## config.mk

```make
export PLATFORM = sky130hd
export DESIGN_NAME = write_visited_arbiter
export DESIGN_NICKNAME = d
export VERILOG_FILES = /design/src/rtl/write_visited_arbiter.sv
export SDC_FILE = /design/constraint.sdc
export NUM_CORES = 1
export LEC_CHECK = 0
export CAP_MARGIN = 15
export CORE_MARGIN = 1
export CORE_UTILIZATION = 34
export CTS_CLUSTER_SIZE = 20
export DETAILED_ROUTE_END_ITERATION = 8
export MAX_ROUTING_LAYER = met4
export PLACE_DENSITY = 0.82
export SYNTH_ARGS = -nofsm -noshare
export SYNTH_HDL_FRONTEND = slang
export SYNTH_SLANG_ARGS = --single-unit
```

## constraint.sdc

```tcl
create_clock -name CLK -period 1.8 [get_ports CLK]
set_input_delay 0.27 -clock CLK [delete_from_list [all_inputs] [get_ports CLK]]
set_output_delay 0.27 -clock CLK [all_outputs]
set_load 0.02 [all_outputs]
```

## src/rtl/write_visited_arbiter.sv

```systemverilog
// Round-robin arbiter feeding a single-entry write register toward the
// visited-node writer, with a drain / settle / done flush sequence.
module write_visited_arbiter #(
    parameter int W_D     = 32,
    parameter int NUM_REQ = 4,
    parameter int W_CNT   = 16
) (
    input  logic                   CLK,
    input  logic                   RST,
    input  logic [NUM_REQ*W_D-1:0] req_addr,
    input  logic [NUM_REQ-1:0]     req_valid,
    output logic [NUM_REQ-1:0]     req_ready,
    output logic [W_D-1:0]         write_addr,
    output logic                   write_valid,
    input  logic                   write_ready,
    input  logic                   write_empty,
    input  logic                   flush_req,
    output logic                   flush_done,
    output logic                   busy,
    output logic [W_CNT-1:0]       write_count
);
    localparam int W_G = $clog2(NUM_REQ);

    typedef enum logic [1:0] {RUN, DRAIN, SETTLE, DONE} state_t;

    state_t           state_q, state_d;
    logic [W_D-1:0]   waddr_q, waddr_d;
    logic             wvalid_q, wvalid_d;
    logic [W_G-1:0]   last_grant_q, last_grant_d;
    logic [W_CNT-1:0] count_q, count_d;
    logic             settled_q, settled_d;
    logic             flush_done_q, flush_done_d;

    logic             load_ok;
    logic             out_fire;
    logic             found;
    logic             hi_found;
    logic             grant;
    logic [W_G-1:0]   win;
    logic [W_G-1:0]   hi_idx;
    logic [W_G-1:0]   lo_idx;
    logic [W_D-1:0]   win_addr;

    assign out_fire = wvalid_q && write_ready;
    assign load_ok  = !wvalid_q || write_ready;

    // Lowest valid index above last_grant wins, else lowest valid overall.
    always_comb begin
        hi_found = 1'b0;
        found    = 1'b0;
        hi_idx   = '0;
        lo_idx   = '0;
        for (int i = NUM_REQ - 1; i >= 0; i--) begin
            if (req_valid[i]) begin
                if (W_G'(i) > last_grant_q) begin
                    hi_found = 1'b1;
                    hi_idx   = W_G'(i);
                end
                found  = 1'b1;
                lo_idx = W_G'(i);
            end
        end
        win = hi_found ? hi_idx : lo_idx;
    end

    always_comb begin
        win_addr = '0;
        for (int i = 0; i < NUM_REQ; i++) begin
            if (W_G'(i) == win) begin
                win_addr = req_addr[i*W_D +: W_D];
            end
        end
    end

    assign grant = RST && (state_q == RUN) && load_ok && found;

    always_comb begin
        req_ready = '0;
        if (grant) begin
            req_ready[win] = 1'b1;
        end
    end

    always_comb begin
        state_d      = state_q;
        waddr_d      = waddr_q;
        wvalid_d     = wvalid_q;
        last_grant_d = last_grant_q;
        count_d      = count_q;
        settled_d    = settled_q;

        if (out_fire) begin
            wvalid_d = 1'b0;
            count_d  = count_q + W_CNT'(1);
        end
        if (grant) begin
            wvalid_d     = 1'b1;
            waddr_d      = win_addr;
            last_grant_d = win;
        end

        unique case (state_q)
            RUN: begin
                if (flush_req) begin
                    state_d = DRAIN;
                end
            end
            DRAIN: begin
                if (load_ok) begin
                    state_d   = SETTLE;
                    settled_d = 1'b0;
                end
            end
            SETTLE: begin
                // settled_q marks that the first settle cycle has elapsed
                settled_d = 1'b1;
                if (settled_q && write_empty) begin
                    state_d = DONE;
                end
            end
            DONE: begin
                state_d = RUN;
            end
            default: begin
                state_d = RUN;
            end
        endcase

        flush_done_d = (state_d == DONE);
    end

    always_ff @(posedge CLK or negedge RST) begin
        if (!RST) begin
            state_q      <= RUN;
            waddr_q      <= '0;
            wvalid_q     <= 1'b0;
            last_grant_q <= W_G'(NUM_REQ - 1);
            count_q      <= '0;
            settled_q    <= 1'b0;
            flush_done_q <= 1'b0;
        end else begin
            state_q      <= state_d;
            waddr_q      <= waddr_d;
            wvalid_q     <= wvalid_d;
            last_grant_q <= last_grant_d;
            count_q      <= count_d;
            settled_q    <= settled_d;
            flush_done_q <= flush_done_d;
        end
    end

    assign write_addr  = waddr_q;
    assign write_valid = wvalid_q;
    assign write_count = count_q;
    assign flush_done  = flush_done_q;
    assign busy        = (state_q != RUN) || wvalid_q;

endmodule

```

==> results of run 1 <==
critical path, cell delays in order, from the launching register on:
cell,delay [ps]
dfstp_2,690
buf_6,160
nor2_4,30
o221a_4,280
and2_4,160
buf_6,130
metal layers:
metal  vias up  routed length [um]
met5         -                   0
met1      1838                4970
met2       180                6820
li1       1759                   -
met4         0                 401
met3        39                 779
timing repair:
action                                  in CTS  in global routing
setup buffers                                6                  1
hold buffers                                 0                  0
gates cloned                                 6                  0
resized for setup                           96                 31
pin swaps                                   23                 18
endpoints found under the setup margin      37                 37
worst paths after layout:
check	depth (start not counted)	to	slack (ps)
max	5	req_ready[3]	-230
max reg2reg	8	write_addr[14]$_DFFE_PN0P_	-170
min in group CLK	4	write_valid$_DFFE_PN0P_	350
min	2	flush_done$_DFF_PN0_	160
min reg2reg	1	write_count[15]$_DFFE_PN0P_	510
max in group asynchronous	2	write_addr[18]$_DFFE_PN0P_	1170
cell families after synthesis:
group                      after synthesis  share of synthesized area
buffers and inverters                   28                     0.0541
DFF                                     55                      0.432
and+or+nand+nor                        117                      0.169
adders and majority gates                1                    0.00392
xor gates and xnor gates                16                     0.0463
muxes                                    2                    0.00706
AOI/OAI and AO/OA                      136                      0.288
synthesized netlist by cell type, types with 2 or more instances:
| master | instances | area [sq um] |
|---|---|---|
| nor3_1 | 18 | 90.1 |
| a221oi_1 | 15 | 131 |
| dfrtp_1 | 53 | 1330 |
| nand3_1 | 7 | 35.0 |
| mux2_2 | 2 | 22.5 |
| a31o_1 | 14 | 123 |
| nor2_1 | 40 | 150 |
| buf_6 | 6 | 67.6 |
| nand4_1 | 4 | 25.0 |
| buf_4 | 3 | 22.5 |
| a21oi_1 | 54 | 270 |
| or3_1 | 2 | 12.5 |
| a21o_1 | 2 | 15.0 |
| a22oi_1 | 15 | 113 |
| clkbuf_1 | 6 | 22.5 |
| and2_1 | 7 | 43.8 |
| xnor2_1 | 12 | 105 |
| dfstp_2 | 2 | 52.6 |
| nand2b_1 | 3 | 18.8 |
| buf_2 | 8 | 40.0 |
| inv_1 | 3 | 11.3 |
| nor2_2 | 3 | 18.8 |
| xor2_1 | 3 | 26.3 |
| o21ai_0 | 23 | 115 |
| nand2_1 | 27 | 101 |
| a31o_2 | 3 | 26.3 |
state kept, by name, summed over array words and instances, names as in the netlist:
name          count
flush_done        1
last_grant_q      2
state_q           2
write_valid       1
write_addr       32
settled_q         1
write_count      16
layout make-up:
type / count / area [sq um]
flip-flops and latches: 55 / 1380
well taps: 108 / 135
clock inverters: 3 / 26.3
inverters: 4 / 15.0
clock buffers: 5 / 68.8
multi-input cells: 272 / 2010
fillers: 685 / 2750
repair buffers: 248 / 2510
power groups by stage:
stage,combinational (mW),clock [mW],sequential (mW)
final,5.28,0.734,2.11
after global routing,5.62,0.791,2.18
after CTS,5.11,0.758,2.10
after detailed placement,4.32,0,2.10
after global placement,4.23,0,2.07
after floorplan,1.86,0,2.59
==> results by group, run 1 <==
Placement
  – Detailed placer's ending HPWL: 8690 um
  – Placement Cell Area: 5480 sq um
  – Cells after DPL: 676
  – Global placer's final weighted congestion: 0.954
  – Pre-CTS setup slack: -725 ps
  – Port Buffers: 191

STA
  – Hold Fails Final Rpt: 0
  – Final setup fails: 36
  – Slew at the pin closest to its max-slew limit: 707 ps
  – RSZ-0062 raised after global routing: true
  – Setup Skew: 9.57 ps
  – Setup TNS Final: -4120 ps
  – Minimum clock period: 2030 ps
  – Hold WS: 157 ps
  – Relative slew slack: 0.529
  – Max-slew violations: 0
  – FMAX: 492 MHz
  – Crit share post-route: 1.13
  – Setup ws final: -233 ps

Power and ir drop
  – Total net switching power: 3.49 mW
  – Pint: 4.64 mW
  – Power share of the clock group: 0.090
  – Seq pwr share: 0.259
  – Pwr per Cell Area: 1320 nW/um^2
  – Pwr Total: 8.13 mW
  – Combinational fraction of design power: 0.650
  – Leakage power: 2.42 nW
  – Switching part of the total: 0.429
  – Maximum VDD drop: 1.03 mV

Floorplanning
  – Die W: 98.9 um
  – IO Pins: 192
  – Die ar.: 9780 sq um
  – Die Span Y: 98.9 um
  – Rows: 34
  – Initial Utilization: 0.359
  – Area of the core: 8890 sq um

Yosys
  – Seq/Total Area, Yosys: 0.432
  – Syn Area/Cell: 8.99 sq um
  – Net Count, Synth: 493
  – #FFs+latches synth: 55
  – Post-synth EDFFs: 0
  – Top FF cell, synth: dfrtp_1
  – Post-synthesis cell count: 355
  – Ys async rst share: 1.00
  – Post-Syn Area: 3190 sq um
  – Synthesis Warnings: 0
  – Yosys cell types: 46

Route
  – DR vias: 3816
  – DRT Wirelength: 13000 um
  – Starting DRC count in detailed routing: 86
  – Routed Antenna Nets: 0
  – Vias per cell: 5.49
  – DR WL/cell: 18.7 um
  – Pre-antenna DRT Iters: 4
  – Drt drc: 0

Clock tree
  – Clock slew at reported path FFs: 110 ps
  – Root Buffer: clkbuf_8
  – Max Root-Sink Buffers: 2
  – H-tree depth: 2
  – CTS tree: yes
  – Total CTS buffers: 5
  – Clock latency on the worst-skew pair: 310 ps
  – Clock Sinks: 55

Layout
  – Most frequent cells in the layout: 184 x clkdlybuf4s50_1, 53 x dfrtp_1, 37 x nor2_1, 37 x a21oi_1, 37 x buf_4
  – P&R area growth vs syn: 92.4%
  – Commonest non-fill, non-tap cell in the layout: clkdlybuf4s50_1
  – Post-route cell area: 6140 sq um
  – Finished Layout Cells: 695
  – # nets final: 724
  – Diode count: 0
  – Layout cells sized above 1: 0.256
  – Finished Core Util: 0.691

Global route
  – Total track usage: 0.270
  – GR Util met3: 0.0433
  – Vias in the first global route: 4158
  – First-pass GRT wire length: 20200 um
  – Antenna violations before repair: 0
  – Pin count of the biggest net entering global routing: 56
  – Met2 GRT Util: 0.486
  – Met1 usage: 0.295
  – Total grt overflow: 0
  – Global-route layer with the greatest usage: met2

Worst setup path
  – CP Data Arrival Time: 1760 ps
  – Startpoint types: flop
  – Setup Crit Path Kind: flop to primary output
  – Worst reg2reg startpoint: last_grant_q[0]$_DFFE_PN1P_
  – Critical path peak fanout: 7
  – Crit end category: primary output
  – Crit. Startpoint: last_grant_q[0]$_DFFE_PN1P_
  – Critical Path RT: 1530 ps

Min path
  – Worst hold path class: primary input to async pin

Outcome
  – Run status: finished, violations left
  – Failing checks: setup timing

Run
  – Max-cap viol count: 0
Note: power is estimated with default switching activity, not from simulation.
==> run 2, diff against run 1 <==
--- a/config.mk
+++ b/config.mk
@@ -6,6 +6,7 @@
 export NUM_CORES = 1
 export LEC_CHECK = 0
 export CAP_MARGIN = 15
+export CORE_ASPECT_RATIO = 0.5
 export CORE_MARGIN = 1
 export CORE_UTILIZATION = 34
 export CTS_CLUSTER_SIZE = 20
@@ -15,3 +16,4 @@
 export SYNTH_ARGS = -nofsm -noshare
 export SYNTH_HDL_FRONTEND = slang
 export SYNTH_SLANG_ARGS = --single-unit
+export TNS_END_PERCENT = 20
==> results by group, run 2 (same netlist as run 1, synthesis figures left out) <==
Power and ir drop
  – Leakage power: 2.32 nW (-4.1%)
  – Maximum VDD drop: 0.779 mV (-25%)
  – Power share of the clock group: 0.127 (+0.037)
  – Combinational fraction of design power: 0.609 (-0.041)
  – Pwr per Cell Area: 1340 nW/um^2 (+1.3%)
  – Switching part of the total: 0.414 (-0.0157)
  – Pwr Total: 7.84 mW (-3.5%)
  – Seq pwr share: 0.265 (+0.006)
  – Total net switching power: 3.24 mW (-7.1%)
  – Pint: 4.60 mW (-0.89%)

Global route
  – Antenna violations before repair: 0 (unchanged)
  – First-pass GRT wire length: 19100 um (-5.2%)
  – Vias in the first global route: 3796 (-8.7%)
  – Total grt overflow: 0 (unchanged)
  – Pin count of the biggest net entering global routing: 56 (unchanged)
  – Total track usage: 0.254 (-0.0157)

Layout
  – # nets final: 714 (-1.4%)
  – Post-route cell area: 5850 sq um (-4.8%)
  – Layout cells sized above 1: 0.180 (-0.0753)
  – Commonest non-fill, non-tap cell in the layout: clkdlybuf4s50_1
  – Most frequent cells in the layout: 181 x clkdlybuf4s50_1, 53 x dfrtp_1, 47 x a21oi_1
  – Diode count: 0 (unchanged)
  – P&R area growth vs syn: 83.1%
  – Fillcell total: 721 (+5.3%)
  – Largest register FFs: 32 (unchanged)
  – Finished Core Util: 0.655 (-0.0352)
  – Finished Layout Cells: 694 (-0.14%)

Worst setup path
  – CP Data Arrival Time: 1700 ps (-60 ps)
  – Worst R2R Setup Slack: -110 ps (+60 ps)
  – Startpoint types: flop
  – Reg-to-Reg End: write_addr[27]$_DFFE_PN0P_
  – Crit end category: primary output
  – Critical-path cell list: buf_6 -> o31ai_4 -> or3_4 -> nor2_4 -> buf_6
  – Worst-case reg-to-reg path depth: 8 (unchanged)
  – Slowest-stage cell, CP: dfstp_2
  – Crit path top cell by count: buf_6
  – Critical path peak fanout: 4 (-3)
  – Critical Path RT: 1530 ps (about the same)
  – Worst reg2reg startpoint: last_grant_q[0]$_DFFE_PN1P_
  – Delay of the slowest cell on the worst path: 600 ps (-90 ps)
  – Setup Crit Path Kind: flop to primary output

Floorplanning
  – Die W: 139 um (+41%)
  – Die ar.: 9800 sq um (+0.24%)
  – Initial Utilization: 0.358 (-0.00111)
  – Area of the core: 8920 sq um (+0.31%)
  – Rows: 24 (-29%)
  – IO Pins: 192 (unchanged)
  – Die Span Y: 70.5 um (-29%)

STA
  – Setup TNS Final: -2020 ps (+2100 ps)
  – Final setup fails: 28 (-22%)
  – FMAX: 507 MHz (+3.0%)
  – Slew at the pin closest to its max-slew limit: 718 ps (+11.0 ps)
  – Setup Skew: 7.80 ps (-1.77 ps)
  – Max-slew violations: 0 (unchanged)
  – Setup ws final: -173 ps (+59.4 ps)
  – Relative slew slack: 0.521 (-0.00736)
  – Crit share post-route: 1.10 (-0.0330)
  – Hold WS: 201 ps (+44.6 ps)
  – Minimum clock period: 1970 ps (-59.4 ps)
  – RSZ-0062 raised after global routing: true
  – Hold Fails Final Rpt: 0 (unchanged)

Clock tree
  – Root Buffer: clkbuf_16
  – Clock latency on the worst-skew pair: 290 ps (-20 ps)
  – Max Root-Sink Buffers: 2 (unchanged)
  – CTS tree: yes
  – Hold_buf cts: 0 (unchanged)
  – Total CTS buffers: 5 (unchanged)
  – Clock slew at reported path FFs: 80 ps (-30 ps)
  – H-tree depth: 2 (unchanged)
  – Clock Sinks: 55 (unchanged)

Route
  – DRT Wirelength: 12300 um (-4.8%)
  – Routed Antenna Nets: 0 (unchanged)
  – DR WL/cell: 17.8 um (-4.7%)
  – Pre-antenna DRT Iters: 6 (+2)
  – Starting DRC count in detailed routing: 231 (+170%)
  – Drt drc: 10 (+10)
  – Vias per cell: 5.37 (-2.2%)
  – DR vias: 3726 (-2.4%)

Placement
  – Global placer's final weighted congestion: 0.921 (-3.5%)
  – Detailed placer's ending HPWL: 8730 um (+0.49%)
  – Pre-CTS setup slack: -736 ps (-10.6 ps)
  – Placement Cell Area: 5460 sq um (-0.25%)
  – Port Buffers: 191 (unchanged)
  – Cells after DPL: 681 (+0.74%)

Min path
  – Worst hold path class: primary input to async pin

Run
  – Max-cap viol count: 0 (unchanged)

Outcome
  – Run status: finished, violations left
  – Failing checks: DRC, setup timing
==> run 2: cell types whose count changed in the layout (fill, tap and decap cells not counted), moves of 5 or more <==
cell       delta
buf_6         -9
a221oi_1      +9
clkbuf_8      -5
a22oi_1      +10
clkbuf_16     +6
a21oi_1      +10
a221oi_2      -8
a22oi_2      -10
a21oi_2       -9
==> run 2: worst max path at each step <==
stage | slack, ps | end | startpoint
floorplan | -70 | req_ready[1] | last_grant_q[1]$_DFFE_PN1P_
global placement | -700 | req_ready[2] | req_valid[3]
detailed placement | -740 | req_ready[2] | req_valid[3]
CTS | -170 | req_ready[3] | last_grant_q[1]$_DFFE_PN1P_
global route | -230 | req_ready[0] | last_grant_q[0]$_DFFE_PN1P_
finish | -170 | req_ready[2] | last_grant_q[0]$_DFFE_PN1P_
==> run 2: timing repair <==
item,in CTS,in global routing
pin swaps,6,15
buffers inserted,4,0
resized for setup,41,29
gates cloned,0,1
setup endpoints to repair,38,38
==> run 2: power by group through the flow <==
stage               combinational [mW]  sequential, mW  clock [mW]
detailed placement                4.32            2.10           0
global route                      5.11            2.14        1.06
CTS                               4.56            2.06        1.03
finish                            4.77            2.08       0.992
global placement                  4.25            2.07           0
floorplan                         1.83            2.58           0
==> run 2: area by class of cell <==
cell class / instances / area [sq um] / area share
clock buffer: 5 / 125 / 0.0214
clock inverter: 3 / 25.0 / 0.00428
inverter: 4 / 15.0 / 0.00257
multi-input combinational: 272 / 1780 / 0.305
sequential: 55 / 1380 / 0.236
tap: 117 / 146 / 0.0250
timing repair buffer: 238 / 2370 / 0.406
==> run 2: metal layers <==
layer / vias to the layer above / GRT usage / wire (um)
met2: 138 / 0.440 / 6160
li1: 1744 / - / -
met4: 0 / 0.0654 / 197
met5: - / - / 0
met3: 20 / 0.0480 / 662
met1: 1824 / 0.308 / 5330
==> run 2: worst max-delay path, delay by kind of cell (launching register included) <==
family / cells / cell delay (ps)
flops: 1 / 600
compound gates: 1 / 70
simple gates: 2 / 500
buf+inv: 2 / 250
==> run 3, diff against run 2 <==
==> constraint.sdc (replaced) <==
create_clock -name CLK -period 1.6 [get_ports CLK]
set_input_delay 0.24 -clock CLK [delete_from_list [all_inputs] [get_ports CLK]]
set_output_delay 0.24 -clock CLK [all_outputs]
set_load 0.02 [all_outputs]
==> results by group, run 3 (same netlist as run 1, synthesis figures left out) <==
STA
  – Crit share post-route: 1.24
  – Hold WS: 169 ps (-32.4 ps)
  – Max-slew violations: 0 (unchanged)
  – Final setup fails: 38 (+36%)
  – Setup Skew: 5.03 ps (-2.76 ps)
  – FMAX: 504 MHz
  – Slew at the pin closest to its max-slew limit: 730 ps (+12.4 ps)
  – Hold Fails Final Rpt: 0 (unchanged)
  – Setup ws final: -383 ps (-210 ps)
  – RSZ-0062 raised after global routing: true
  – Minimum clock period: 1980 ps
  – Relative slew slack: 0.513 (-0.00824)

Worst setup path
  – Crit end category: primary output
  – Critical Path RT: 1360 ps (-170 ps)
  – Setup Crit Path Kind: primary input to primary output
  – CP Data Arrival Time: 1740 ps (+40 ps)
  – Startpoint types: primary input
  – Critical path peak fanout: 5 (+1)
  – Slowest-stage cell, CP: clkdlybuf4s50_1
  – Crit path top cell by count: buf_4
  – Delay of the slowest cell on the worst path: 540 ps (-60 ps)
  – Critical-path cell list: clkdlybuf4s50_1 -> buf_4 -> buf_4 -> a21boi_1 -> o22ai_2 -> and2_4 -> buf_4

Layout
  – Layout cells sized above 1: 0.217 (+0.0371)
  – Commonest non-fill, non-tap cell in the layout: clkdlybuf4s50_1
  – Diode count: 0 (unchanged)
  – Most frequent cells in the layout: 172 x clkdlybuf4s50_1, 53 x dfrtp_1, 44 x buf_4
  – P&R area growth vs syn: 88.5%
  – Fillcell total: 698 (-3.2%)
  – Largest register FFs: 32 (unchanged)
  – Finished Core Util: 0.675 (+0.0191)
  – # nets final: 726 (+1.7%)

Power and ir drop
  – Combinational fraction of design power: 0.616 (+0.007)
  – Seq pwr share: 0.259 (-0.006)
  – Total net switching power: 3.76 mW (+16%)
  – Pwr Total: 9.08 mW (+16%)
  – Power share of the clock group: 0.125 (-0.002)
  – Switching part of the total: 0.414 (about the same)
  – Pwr per Cell Area: 1510 nW/um^2 (+13%)
  – Pint: 5.32 mW (+16%)
  – Maximum VDD drop: 0.842 mV (+8.2%)
  – Leakage power: 2.51 nW (+7.9%)

Placement
  – Port Buffers: 191 (unchanged)
  – Global placer's final weighted congestion: 0.916 (-0.50%)
  – Detailed placer's ending HPWL: 8950 um (+2.5%)

Clock tree
  – Hold_buf cts: 0 (unchanged)
  – H-tree depth: 2 (unchanged)
  – Total CTS buffers: 5 (unchanged)
  – Clock latency on the worst-skew pair: 300 ps (about the same)
  – Clock slew at reported path FFs: 80 ps (about the same)
  – Root Buffer: clkbuf_16
  – Max Root-Sink Buffers: 2 (unchanged)
  – CTS tree: yes
  – Clock Sinks: 55 (unchanged)

Global route
  – Vias in the first global route: 3738 (-1.5%)
  – Total grt overflow: 0 (unchanged)
  – Pin count of the biggest net entering global routing: 56 (unchanged)
  – First-pass GRT wire length: 19000 um (-0.32%)
  – Antenna violations before repair: 0 (unchanged)
  – Total track usage: 0.254 (-0.000359)

Route
  – DR WL/cell: 17.9 um (+0.53%)
  – DRT Wirelength: 12600 um (+2.3%)
  – Pre-antenna DRT Iters: 7 (+1)
  – Routed Antenna Nets: 0 (unchanged)
  – Starting DRC count in detailed routing: 263 (+14%)
  – DR vias: 3798 (+1.9%)
  – Drt drc: 9 (-1)
  – Vias per cell: 5.38 (+0.20%)

Floorplanning
  – IO Pins: 192 (unchanged)
  – Rows: 24 (unchanged)
  – Die ar.: 9800 sq um (unchanged)
  – Die Span Y: 70.5 um (unchanged)
  – Initial Utilization: 0.358 (unchanged)
  – Area of the core: 8920 sq um (unchanged)
  – Die W: 139 um (unchanged)

Min path
  – Worst hold path class: primary input to async pin

Outcome
  – Run status: finished, violations left
  – Failing checks: DRC, setup timing

Run
  – Max-cap viol count: 0 (unchanged)
[run 3: cell types whose count changed in the layout (fill, tap and decap cells not counted), sizes merged, moves of 2 or more]
cell,change
clkbuf,+2
dlygate4sd2,+4
inv,+2
dlymetal6s2s,+5
buf,+10
clkdlybuf4s50,-9
[run 3: power groups by stage]
| stage | clock [mW] | sequential [mW] | combinational (mW) |
|---|---|---|---|
| 2_1_floorplan | 0 | 2.91 | 2.21 |
| 3_3_place_gp | 0 | 2.33 | 4.96 |
| 3_5_place_dp | 0 | 2.36 | 5.03 |
| 4_1_cts | 1.17 | 2.34 | 5.15 |
| 5_1_grt | 1.23 | 2.42 | 5.94 |
| 6_report | 1.14 | 2.35 | 5.59 |
[run 3: area by class of cell]
cell class | instances | area [sq um] | share of cell area
Clock buffer | 5 | 125 | 0.0208
Clock inverter | 3 | 22.5 | 0.00374
Inverter | 4 | 15.0 | 0.00250
Multi-Input combinational cell | 272 | 1820 | 0.303
Sequential cell | 55 | 1380 | 0.229
Tap cell | 117 | 146 | 0.0243
Timing Repair Buffer | 250 | 2500 | 0.416
[run 3: what timing repair did]
action | in CTS | in global routing
pin swaps | 4 | 16
endpoints found under the setup margin | 46 | 46
gates cloned | 0 | 3
gates resized for setup | 50 | 36
buffers inserted | 3 | 2
[run 3: per-stage QoR]
stage | TNS [ps] | setup slack [ps] | cell area (sq um) | instances
6_report | -10200 | -383 | 6020 | 706
5_1_grt | -13020 | -437 | 6020 | 706
4_1_cts | -11030 | -361 | 5800 | 701
3_5_place_dp | -26720 | -857 | 5590 | 690
3_3_place_gp | -25100 | -833 | 5590 | 690
2_1_floorplan | -1970 | -94.0 | 3290 | 355
[run 3: path summary, 6_finish.rpt]
path                       depth (start not counted)                         from                           to  slack, ps
max reg2reg                                        8  last_grant_q[0]$_DFFE_PN1P_   write_addr[31]$_DFFE_PN0P_       -330
max in group asynchronous                          2                          RST    write_addr[4]$_DFFE_PN0P_        960
min in group CLK                                   5                          RST  last_grant_q[1]$_DFFE_PN1P_        440
max                                                7                 req_valid[1]                 req_ready[0]       -380
min reg2reg                                        1  write_count[15]$_DFFE_PN0P_  write_count[15]$_DFFE_PN0P_        480
min                                                2                          RST  write_count[10]$_DFFE_PN0P_        170
[run 3: layer usage]
layer / vias to the layer above / wire length, um / track usage / share of wire
li1: 1765 / - / - / -
met1: 1850 / 5410 / 0.305 / 0.43
met2: 147 / 6210 / 0.434 / 0.49
met3: 36 / 683 / 0.0521 / 0.054
met4: 0 / 316 / 0.0765 / 0.025
met5: - / 0 / - / 0
[run 3: critical path: cells and delay by family]
kind | cells | cell delay, ps
compound gates | 2 | 330
buf+inv | 4 | 990
simple gates | 1 | 180
